[src/rtl/count_display_pkg.sv]
// Shared constants for count_display: active-low 7-segment patterns, digit enables, scan default.
package count_display_pkg;

  localparam int unsigned CNT_W            = 4;
  localparam int unsigned SEG_W            = 7;
  localparam int unsigned AN_W             = 2;
  localparam int unsigned SCAN_W           = 8;
  localparam int unsigned SCAN_DIV_DEFAULT = 4;

  // Active-low, bit 0 = segment a ... bit 6 = segment g
  localparam logic [SEG_W-1:0] SEG_0     = 7'b1000000;
  localparam logic [SEG_W-1:0] SEG_1     = 7'b1111001;
  localparam logic [SEG_W-1:0] SEG_2     = 7'b0100100;
  localparam logic [SEG_W-1:0] SEG_3     = 7'b0110000;
  localparam logic [SEG_W-1:0] SEG_4     = 7'b0011001;
  localparam logic [SEG_W-1:0] SEG_5     = 7'b0010010;
  localparam logic [SEG_W-1:0] SEG_6     = 7'b0000010;
  localparam logic [SEG_W-1:0] SEG_7     = 7'b1111000;
  localparam logic [SEG_W-1:0] SEG_8     = 7'b0000000;
  localparam logic [SEG_W-1:0] SEG_9     = 7'b0010000;
  localparam logic [SEG_W-1:0] SEG_A     = 7'b0001000;
  localparam logic [SEG_W-1:0] SEG_B     = 7'b0000011;
  localparam logic [SEG_W-1:0] SEG_C     = 7'b1000110;
  localparam logic [SEG_W-1:0] SEG_D     = 7'b0100001;
  localparam logic [SEG_W-1:0] SEG_E     = 7'b0000110;
  localparam logic [SEG_W-1:0] SEG_F     = 7'b0001110;
  localparam logic [SEG_W-1:0] SEG_BLANK = 7'b1111111;
  localparam logic [SEG_W-1:0] SEG_DASH  = 7'b0111111;

  localparam logic [AN_W-1:0] AN_OFF = 2'b11;
  localparam logic [AN_W-1:0] AN_LO  = 2'b10;
  localparam logic [AN_W-1:0] AN_HI  = 2'b01;

  typedef enum logic {
    DIG_LO = 1'b0,
    DIG_HI = 1'b1
  } digit_e;

endpackage

[src/rtl/count_display_seg7_decode.sv]
// Combinational 4-bit to active-low 7-segment decoder.
// Define HEX_DISPLAY_EN to show 10-15 as A,b,C,d,E,F; otherwise they show a dash.
module seg7_decode
  import count_display_pkg::*;
(
  input  logic [CNT_W-1:0] val_i,
  output logic [SEG_W-1:0] seg_c_o
);

  always_comb begin
    seg_c_o = SEG_DASH;
    case (val_i)
      4'd0:    seg_c_o = SEG_0;
      4'd1:    seg_c_o = SEG_1;
      4'd2:    seg_c_o = SEG_2;
      4'd3:    seg_c_o = SEG_3;
      4'd4:    seg_c_o = SEG_4;
      4'd5:    seg_c_o = SEG_5;
      4'd6:    seg_c_o = SEG_6;
      4'd7:    seg_c_o = SEG_7;
      4'd8:    seg_c_o = SEG_8;
      4'd9:    seg_c_o = SEG_9;
`ifdef HEX_DISPLAY_EN
      4'd10:   seg_c_o = SEG_A;
      4'd11:   seg_c_o = SEG_B;
      4'd12:   seg_c_o = SEG_C;
      4'd13:   seg_c_o = SEG_D;
      4'd14:   seg_c_o = SEG_E;
      4'd15:   seg_c_o = SEG_F;
`else
      default: seg_c_o = SEG_DASH;
`endif
    endcase
  end

endmodule

[src/rtl/count_display.sv]
// Watches an upstream 4-bit counter, counts its wraps, flags illegal steps and
// multiplexes count / wrap count onto a two-digit display. Macro: HEX_DISPLAY_EN.
module count_display
  import count_display_pkg::*;
#(
  parameter int unsigned SCAN_DIV = SCAN_DIV_DEFAULT
) (
  input  logic             CLK,
  input  logic             RST,
  input  logic             Qa,
  input  logic             Qb,
  input  logic             Qc,
  input  logic             Qd,
  output logic [SEG_W-1:0] SEG,
  output logic [AN_W-1:0]  AN,
  output logic             WRAP,
  output logic [CNT_W-1:0] HI,
  output logic             ERR
);

  logic [CNT_W-1:0]  sync_q, sync_d, cur_q, cur_d, prev_q, prev_d, hi_q, hi_d;
  logic              valid_q, valid_d, err_q, err_d, wrap_q, wrap_d;
  logic [SCAN_W-1:0] scan_q, scan_d;
  digit_e            dsel_q, dsel_d;
  logic [SEG_W-1:0]  seg_q, seg_d, dec_seg;
  logic [AN_W-1:0]   an_q, an_d;
  logic [CNT_W-1:0]  dec_val;
  logic              evt, is_wrap, is_step;

  assign dec_val = (dsel_q == DIG_HI) ? hi_q : cur_q;

  seg7_decode u_dec (
    .val_i   (dec_val),
    .seg_c_o (dec_seg)
  );

  // Step classification on the synchronised count
  always_comb begin
    evt     = valid_q && (cur_q != prev_q);
    is_wrap = evt && (prev_q == 4'hF) && (cur_q == 4'h0);
    is_step = (cur_q == CNT_W'(prev_q + 4'd1));

    sync_d  = {Qd, Qc, Qb, Qa};
    cur_d   = sync_q;
    prev_d  = cur_q;
    valid_d = 1'b1;
    wrap_d  = is_wrap;
    hi_d    = hi_q + CNT_W'(is_wrap);
    err_d   = err_q | (evt && !is_wrap && !is_step);

    scan_d  = scan_q + SCAN_W'(1);
    dsel_d  = dsel_q;
    if (scan_q == SCAN_W'(SCAN_DIV - 1)) begin
      scan_d = '0;
      dsel_d = (dsel_q == DIG_HI) ? DIG_LO : DIG_HI;
    end

    seg_d = dec_seg;
    an_d  = (dsel_q == DIG_HI) ? AN_HI : AN_LO;
  end

  always_ff @(posedge CLK) begin
    if (RST) begin
      sync_q  <= '0;
      cur_q   <= '0;
      prev_q  <= '0;
      valid_q <= 1'b0;
      wrap_q  <= 1'b0;
      hi_q    <= '0;
      err_q   <= 1'b0;
      scan_q  <= '0;
      dsel_q  <= DIG_LO;
      seg_q   <= SEG_BLANK;
      an_q    <= AN_OFF;
    end else begin
      sync_q  <= sync_d;
      cur_q   <= cur_d;
      prev_q  <= prev_d;
      valid_q <= valid_d;
      wrap_q  <= wrap_d;
      hi_q    <= hi_d;
      err_q   <= err_d;
      scan_q  <= scan_d;
      dsel_q  <= dsel_d;
      seg_q   <= seg_d;
      an_q    <= an_d;
    end
  end

  assign SEG  = seg_q;
  assign AN   = an_q;
  assign WRAP = wrap_q;
  assign HI   = hi_q;
  assign ERR  = err_q;

endmodule

[config.mk]
export PLATFORM = sky130hd
export DESIGN_NAME = count_display
export DESIGN_NICKNAME = d
export VERILOG_FILES = /design/src/rtl/count_display_pkg.sv /design/src/rtl/count_display_seg7_decode.sv /design/src/rtl/count_display.sv
export SDC_FILE = /design/constraint.sdc
export NUM_CORES = 1
export LEC_CHECK = 0
export CORE_ASPECT_RATIO = 1.75
export CORE_UTILIZATION = 30
export CTS_CLUSTER_SIZE = 8
export DETAILED_ROUTE_END_ITERATION = 12
export GPL_TIMING_DRIVEN = 0
export MAX_ROUTING_LAYER = met4
export PLACE_DENSITY = 0.5
export SETUP_SLACK_MARGIN = 0.2
export SYNTH_ARGS = -nofsm -noshare
export SYNTH_HDL_FRONTEND = slang
export SYNTH_SLANG_ARGS = --single-unit
[constraint.sdc]
create_clock -name CLK -period 1.9 [get_ports CLK]
set_input_delay 0.38 -clock CLK [delete_from_list [all_inputs] [get_ports CLK]]
set_output_delay 0.38 -clock CLK [all_outputs]
set_load 0.05 [all_outputs]
### Word-level counts from Yosys, hierarchy flattened

Memory sizes are Yosys's and may differ from the RTL's. A register that Yosys moved wholly into a read port is not among the register bits.
Index checks and enable logic that the tools add are counted.

| cells by class | value |
|---|---|
| reductions and logical operators | 9 |
| add/subtract/negate cells | 3 |
| eq/ne operators | 4 |
| bitwise logic cells | 1 |
| multiplexer cells | 4 |

Operators by type and width:

| kind | number |
|---|---|
| adder 8 x 1 -> 8 bit, second input constant | 1 |
| == test 8 x 2 -> 1 bit, second input constant | 1 |
| logical AND 1 bit | 5 |
| adder 4 x 1 -> 4 bit | 1 |
| adder 4 x 1 -> 4 bit, second input constant | 1 |
| == test 4 bit | 1 |
| == test 4 bit, second input constant | 1 |
| logical NOT 4 bit | 1 |
| 2-to-1 mux 4 bit | 1 |
| != test 4 bit | 1 |
| logical NOT 1 bit | 2 |
| 2-to-1 mux 1 bit | 2 |
| 2-to-1 mux 2 bit | 1 |
| OR reduction 2 bit | 1 |
| bitwise OR 1 bit | 1 |

| storage, ports and cells | value |
|---|---|
| memory bits (read-only) | 112 |
| input port bits | 6 |
| memories kept | 1 |
| output and inout port bits | 15 |
| logic and storage cells | 32 |
| bits in registers | 30 |

Memory list:

| name | depth | width | read ports | clocked after Yosys merged registers in | wr ports | line | text |
|---|---|---|---|---|---|---|---|
| (no name shown) | 16 | 7 | 1 | 1 | 0 | count_display_seg7_decode.sv:12 | `case (val_i)` |

### Logic depth before layout (Yosys ltp)

| logic depth | value |
|---|---|
| depth after elaboration | 8 |
| depth in mapped cells | 8 |
| gate-level depth less buffers | 8 |

### Hierarchy

From an unflattened synthesis, not the netlist that was laid out.

| unflattened totals | value |
|---|---|
| cell total of the unflattened synthesis | 153 |
| area total of the unflattened synthesis | 1547.7 µm² |

Modules (own cells, without submodules):

| module | instances | area an instance (µm²) | seq. area each (µm²) | cells an instance |
|---|---|---|---|---|
| count_display | 1 | 1323.8 | 740.7 | 122 |
| seg7_decode | 1 | 224.0 | 0.0 | 31 |

### Least setup slack after synthesis

No wires, ideal clock.

| timing | value |
|---|---|
| kind | reg-to-reg |
| start point | register hi_q[1] (netlist: HI[1]) |
| end point | register seg_q[0] (netlist: SEG[0]) |
| path buffers | 0 |
| data required time | 1.786 ns |
| clock period less this slack | 1.819 ns |
| library setup time | 0.114 ns |
| path slack | 0.081 ns |
| cell stages (with the launch flop) | 5 |
| arrival | 1.705 ns |
| path through | dfxtp_1 > mux2i_1 > ha_1 > or3_1 > a21o_1 |

| on the way | value |
|---|---|
| longest elaborated chain between the ends | 1 |

RTL lines:

| item | line | text |
|---|---|---|
| start, declared | count_display.sv:21 | `logic [CNT_W-1:0] sync_q, sync_d, cur_q, cur_d, prev_q, prev_d, hi_q, hi_d;` |
| start signal, assigned | count_display.sv:81 | `hi_q <= hi_d;` |
| 2-to-1 mux 4 bit | count_display.sv:30 | `assign dec_val = (dsel_q == DIG_HI) ? hi_q : cur_q;` |
| end, declared | count_display.sv:25 | `logic [SEG_W-1:0] seg_q, seg_d, dec_seg;` |

No other way between the ends.
A chain may end at the register's enable or synchronous reset.

### Worst setup path in the final report

| timing | value |
|---|---|
| start point | register prev_q[0] |
| end point | register hi_q[1] (netlist: HI[1]) |

| on the way | value |
|---|---|
| longest elaborated chain between the ends | 5 |
| elaborated cells between the ends (all ways) | 6 |
| classes of those cells | 1 x add/sub; 2 x eq/ne; 3 x reduce/logical |

RTL lines:

| item | line | text |
|---|---|---|
| start, declared | count_display.sv:21 |  |
| start signal, assigned | count_display.sv:78 | `prev_q <= prev_d;` |
| != test 4 bit | count_display.sv:39 | `evt = valid_q && (cur_q != prev_q);` |
| logical AND 1 bit | count_display.sv:39 |  |
| logical AND 1 bit * (2 in series) | count_display.sv:40 | `is_wrap = evt && (prev_q == 4'hF) && (cur_q == 4'h0);` |
| named net is_wrap | count_display.sv:28 | `logic evt, is_wrap, is_step;` |
| adder 4 x 1 -> 4 bit * | count_display.sv:48 | `hi_d = hi_q + CNT_W'(is_wrap);` |
| named net hi_d[1] | count_display.sv:21 |  |

Mark *: on every way through the listed nets, which the timed path passes. The rest lies on a longest branch.

==> results by group <==
STA
  – Worst clock skew: 0.00734 ns
  – RSZ-0062 raised after global routing: true
  – Worst Tran Pin Value: 0.715 ns
  – Tcrit/Tclk final: 0.948
  – Final min period: 1.80 ns
  – Max_slew headroom: 0.510
  – FMAX: between 0.5 and 0.6 GHz
  – Slew Limit Fails: 0
  – Final setup viols: 0
  – Final hold vios: 0

Floorplan
  – Die height: 95.4 µm
  – Chip width: 55.4 µm
  – Io pins: 21
  – DIE AREA: 5280 µm²
  – Starting Density: 0.315
  – FP Rows: 33
  – Core area: 4750 µm²

Synth
  – Synthesized instance count: 146
  – Area of the mapped netlist: 1500 µm²
  – Most common flop cell mapped by yosys: dfxtp_1
  – Syn Nets: 161
  – Post-synth top cells: dfxtp_1, nor2b_1, nor2_1
  – Share of the synthesized area in the top cell type: 0.495
  – Syn_area_per_cell: 10.2 µm²
  – Most common cell in the synthesized netlist: dfxtp_1
  – Synth async-reset ratio: 0
  – Register area share after synthesis: 0.495
  – Top post-synthesis cells by area: dfxtp_1, ha_1, nor2b_1
  – Leading area contributor after synthesis: dfxtp_1
  – Ys Warns: 0
  – FF+latch count, synth: 37
  – Unique cell type count in the Yosys netlist: 36
  – EDFF count, synth: 0

Layout
  – Finished Layout Cells: 229
  – Synthesis-to-layout area growth: 29.7%
  – Antenna cell count: 0
  – Finished Cell Area: 1940 µm²
  – FILL cells: 480
  – Final #Nets: 192
  – Share of cells above drive strength 1: 0.153

CTS
  – H-tree levels: 2
  – Longest Clk Path Bufs: 2
  – Worst-path clk slew: about 0.070 ns
  – Worst-skew pair later-pin latency: ~0.28 ns
  – Clk sinks: 37
  – CTS tree: done
  – Post-cts hold buffer count: 0
  – CTS root buf: clkbuf_8
  – Cts bufs inserted: 5

Global route
  – Number of global-route vias before repair: 1094
  – Grt ovf: 0
  – Largest net degree at the start of global routing: 11
  – Global-route wire length before repair: 4840 µm
  – Tot GR Track Use: 0.123
  – Initial antenna violation count: 0

Power and ir drop
  – Sw Share: 0.255
  – PwrDens: 817 nW/µm²
  – Power share of the clock group: 0.341
  – Peak VDD IR: between 500 and 600 µV
  – Leak Pwr: 0.837 nW
  – Flop pwr share: 0.526
  – Internal power: 1.18 mW
  – Comb pwr share: 0.133
  – NetSw: 404 µW

Critical path
  – Worst Path Arrival: 1.96 ns
  – Worst path required time: 2.06 ns
  – Critical Path Start Type: register
  – CP most frequent cell: ha_4
  – Slowest cell on the critical path: or4_4
  – Peak fanout along the critical path: 3
  – CP startpoint: prev_q[0]
  – Max incr delay on CP: 0.45 ns
  – Crit path cell chain: ha_4, nand4b_1, or4_4, nor2b_4, ha_4, ha_4, nor2b_4
  – Worst Setup End Kind: register
  – Reg2reg start: prev_q[0]
  – WS Path Type: reg -> reg

Placed design
  – Dpl cells: between 200 and 250
  – Post-DP HPWL: 2150 µm
  – DP Area: 1790 µm²
  – I/O Buffers: 20
  – Gpl congestion: 0.728

Status
  – Status: completed

Worst hold path
  – HP Start: cur_d[2]
  – HP Class: reg -> reg

Routing
  – DR vias: approximately 1100
  – Residual DRC: 0
  – Final wirelength: 2790 µm
  – DR iter-0 viols: 8
  – Vias per std cell: 4.65
  – Drt wl/cell: 12.2 µm
  – Detailed Routing Iterations Pass 1: 3
  – ANT nets after route: 0

Run
  – MaxCap Viol Count: 0
-- cell families after synthesis --
| kind of cell | after synthesis | synth area share |
|---|---|---|
| xor+xnor | 16 | 0.0937 |
| flops | 37 | 0.495 |
| simple gates | 56 | 0.198 |
| buf+inv | 8 | 0.0301 |
| compound gates | 14 | 0.0628 |
| mux | 6 | 0.0443 |
| fa+ha+maj | 9 | 0.0753 |
-- layout make-up --
class,count,area (µm²),share of cell area
Sequential cell,37,749,0.386
Clock buffer,7,86.3,0.0445
Tap cell,52,65.1,0.0335
Buffer,4,30.0,0.0155
Multi-Input combinational cell,101,778,0.401
Timing Repair Buffer,24,215,0.111
Inverter,4,15.0,0.00774
-- metal layers --
metal,up-vias,part of all wire,GRT usage,wire (µm)
li1,542,-,-,-
met1,496,0.39,0.109,1080
met2,20,0.56,0.231,1560
met3,6,0.035,0.0366,97
met4,0,0.020,0.0708,55
met5,-,0,-,0
-- per-stage QoR --
stage	power, mW	util	worst slack (ns)	setup TNS (ns)	hold WS, ns
final	1.58	0.408	0.0990	0	0.434
after floorplan	1.00	-	0.140	0	0.414
after global routing	1.66	0.408	0.00952	0	0.450
after global placement	1.07	0.377	-0.0848	-0.192	0.418
after CTS	1.60	0.401	0.0256	0	0.438
after detailed placement	1.07	0.377	-0.123	-0.318	0.422
-- layout by cell type, fill, tap and decap left out, types with 3 or more instances in the layout --
cell type and n:
nor2_1 15, clkbuf_1 3, nand3_1 4, xnor2_1 6, nor2b_1 14, dlygate4sd2_1 14, ha_4 3, xor2_1 10
ha_1 6, inv_1 3, clkdlybuf4s50_1 5, mux2i_1 3, buf_4 4, nand2_1 8, dfxtp_1 34, o21ai_0 5
clkbuf_8 6
-- critical path, delay by kind of cell (launching register included) --
family | cells | cell delay, ns
fa+ha+maj | 3 | 0.49
simple gates | 4 | 0.83
flops | 1 | 0.37
-- final timing paths --
check / to / slack (ns) / cells after the start
min: cur_q[2] / 0.43 / 1
max: HI[1] / 0.1 / 7
max reg2reg: HI[1] / 0.1 / 7
min reg2reg: cur_q[2] / 0.43 / 1
-- state kept, by name, indices dropped and copies added, names as in the netlist --
| name | count |
|---|---|
| cur_d | 4 |
| scan_q | 8 |
| valid_q | 1 |
| prev_q | 4 |
| dsel_q | 1 |
| AN | 2 |
| cur_q | 4 |
| SEG | 7 |
| ERR | 1 |
| HI | 4 |
| WRAP | 1 |
-- power by group through the flow --
stage	registers (mW)	logic [mW]	clock network [mW]
floorplan	0.912	0.0925	0
global placement	0.852	0.217	0
detailed placement	0.854	0.220	0
CTS	0.835	0.211	0.559
global route	0.837	0.231	0.592
finish	0.833	0.211	0.541
-- what timing repair did --
action                     4_1_cts  5_1_grt
gates resized for setup         18        7
pin swaps                        1        1
setup endpoints to repair       22       12
cloned                           0        0
setup buffers                    4        0
Power figures use the tool's default switching activity.
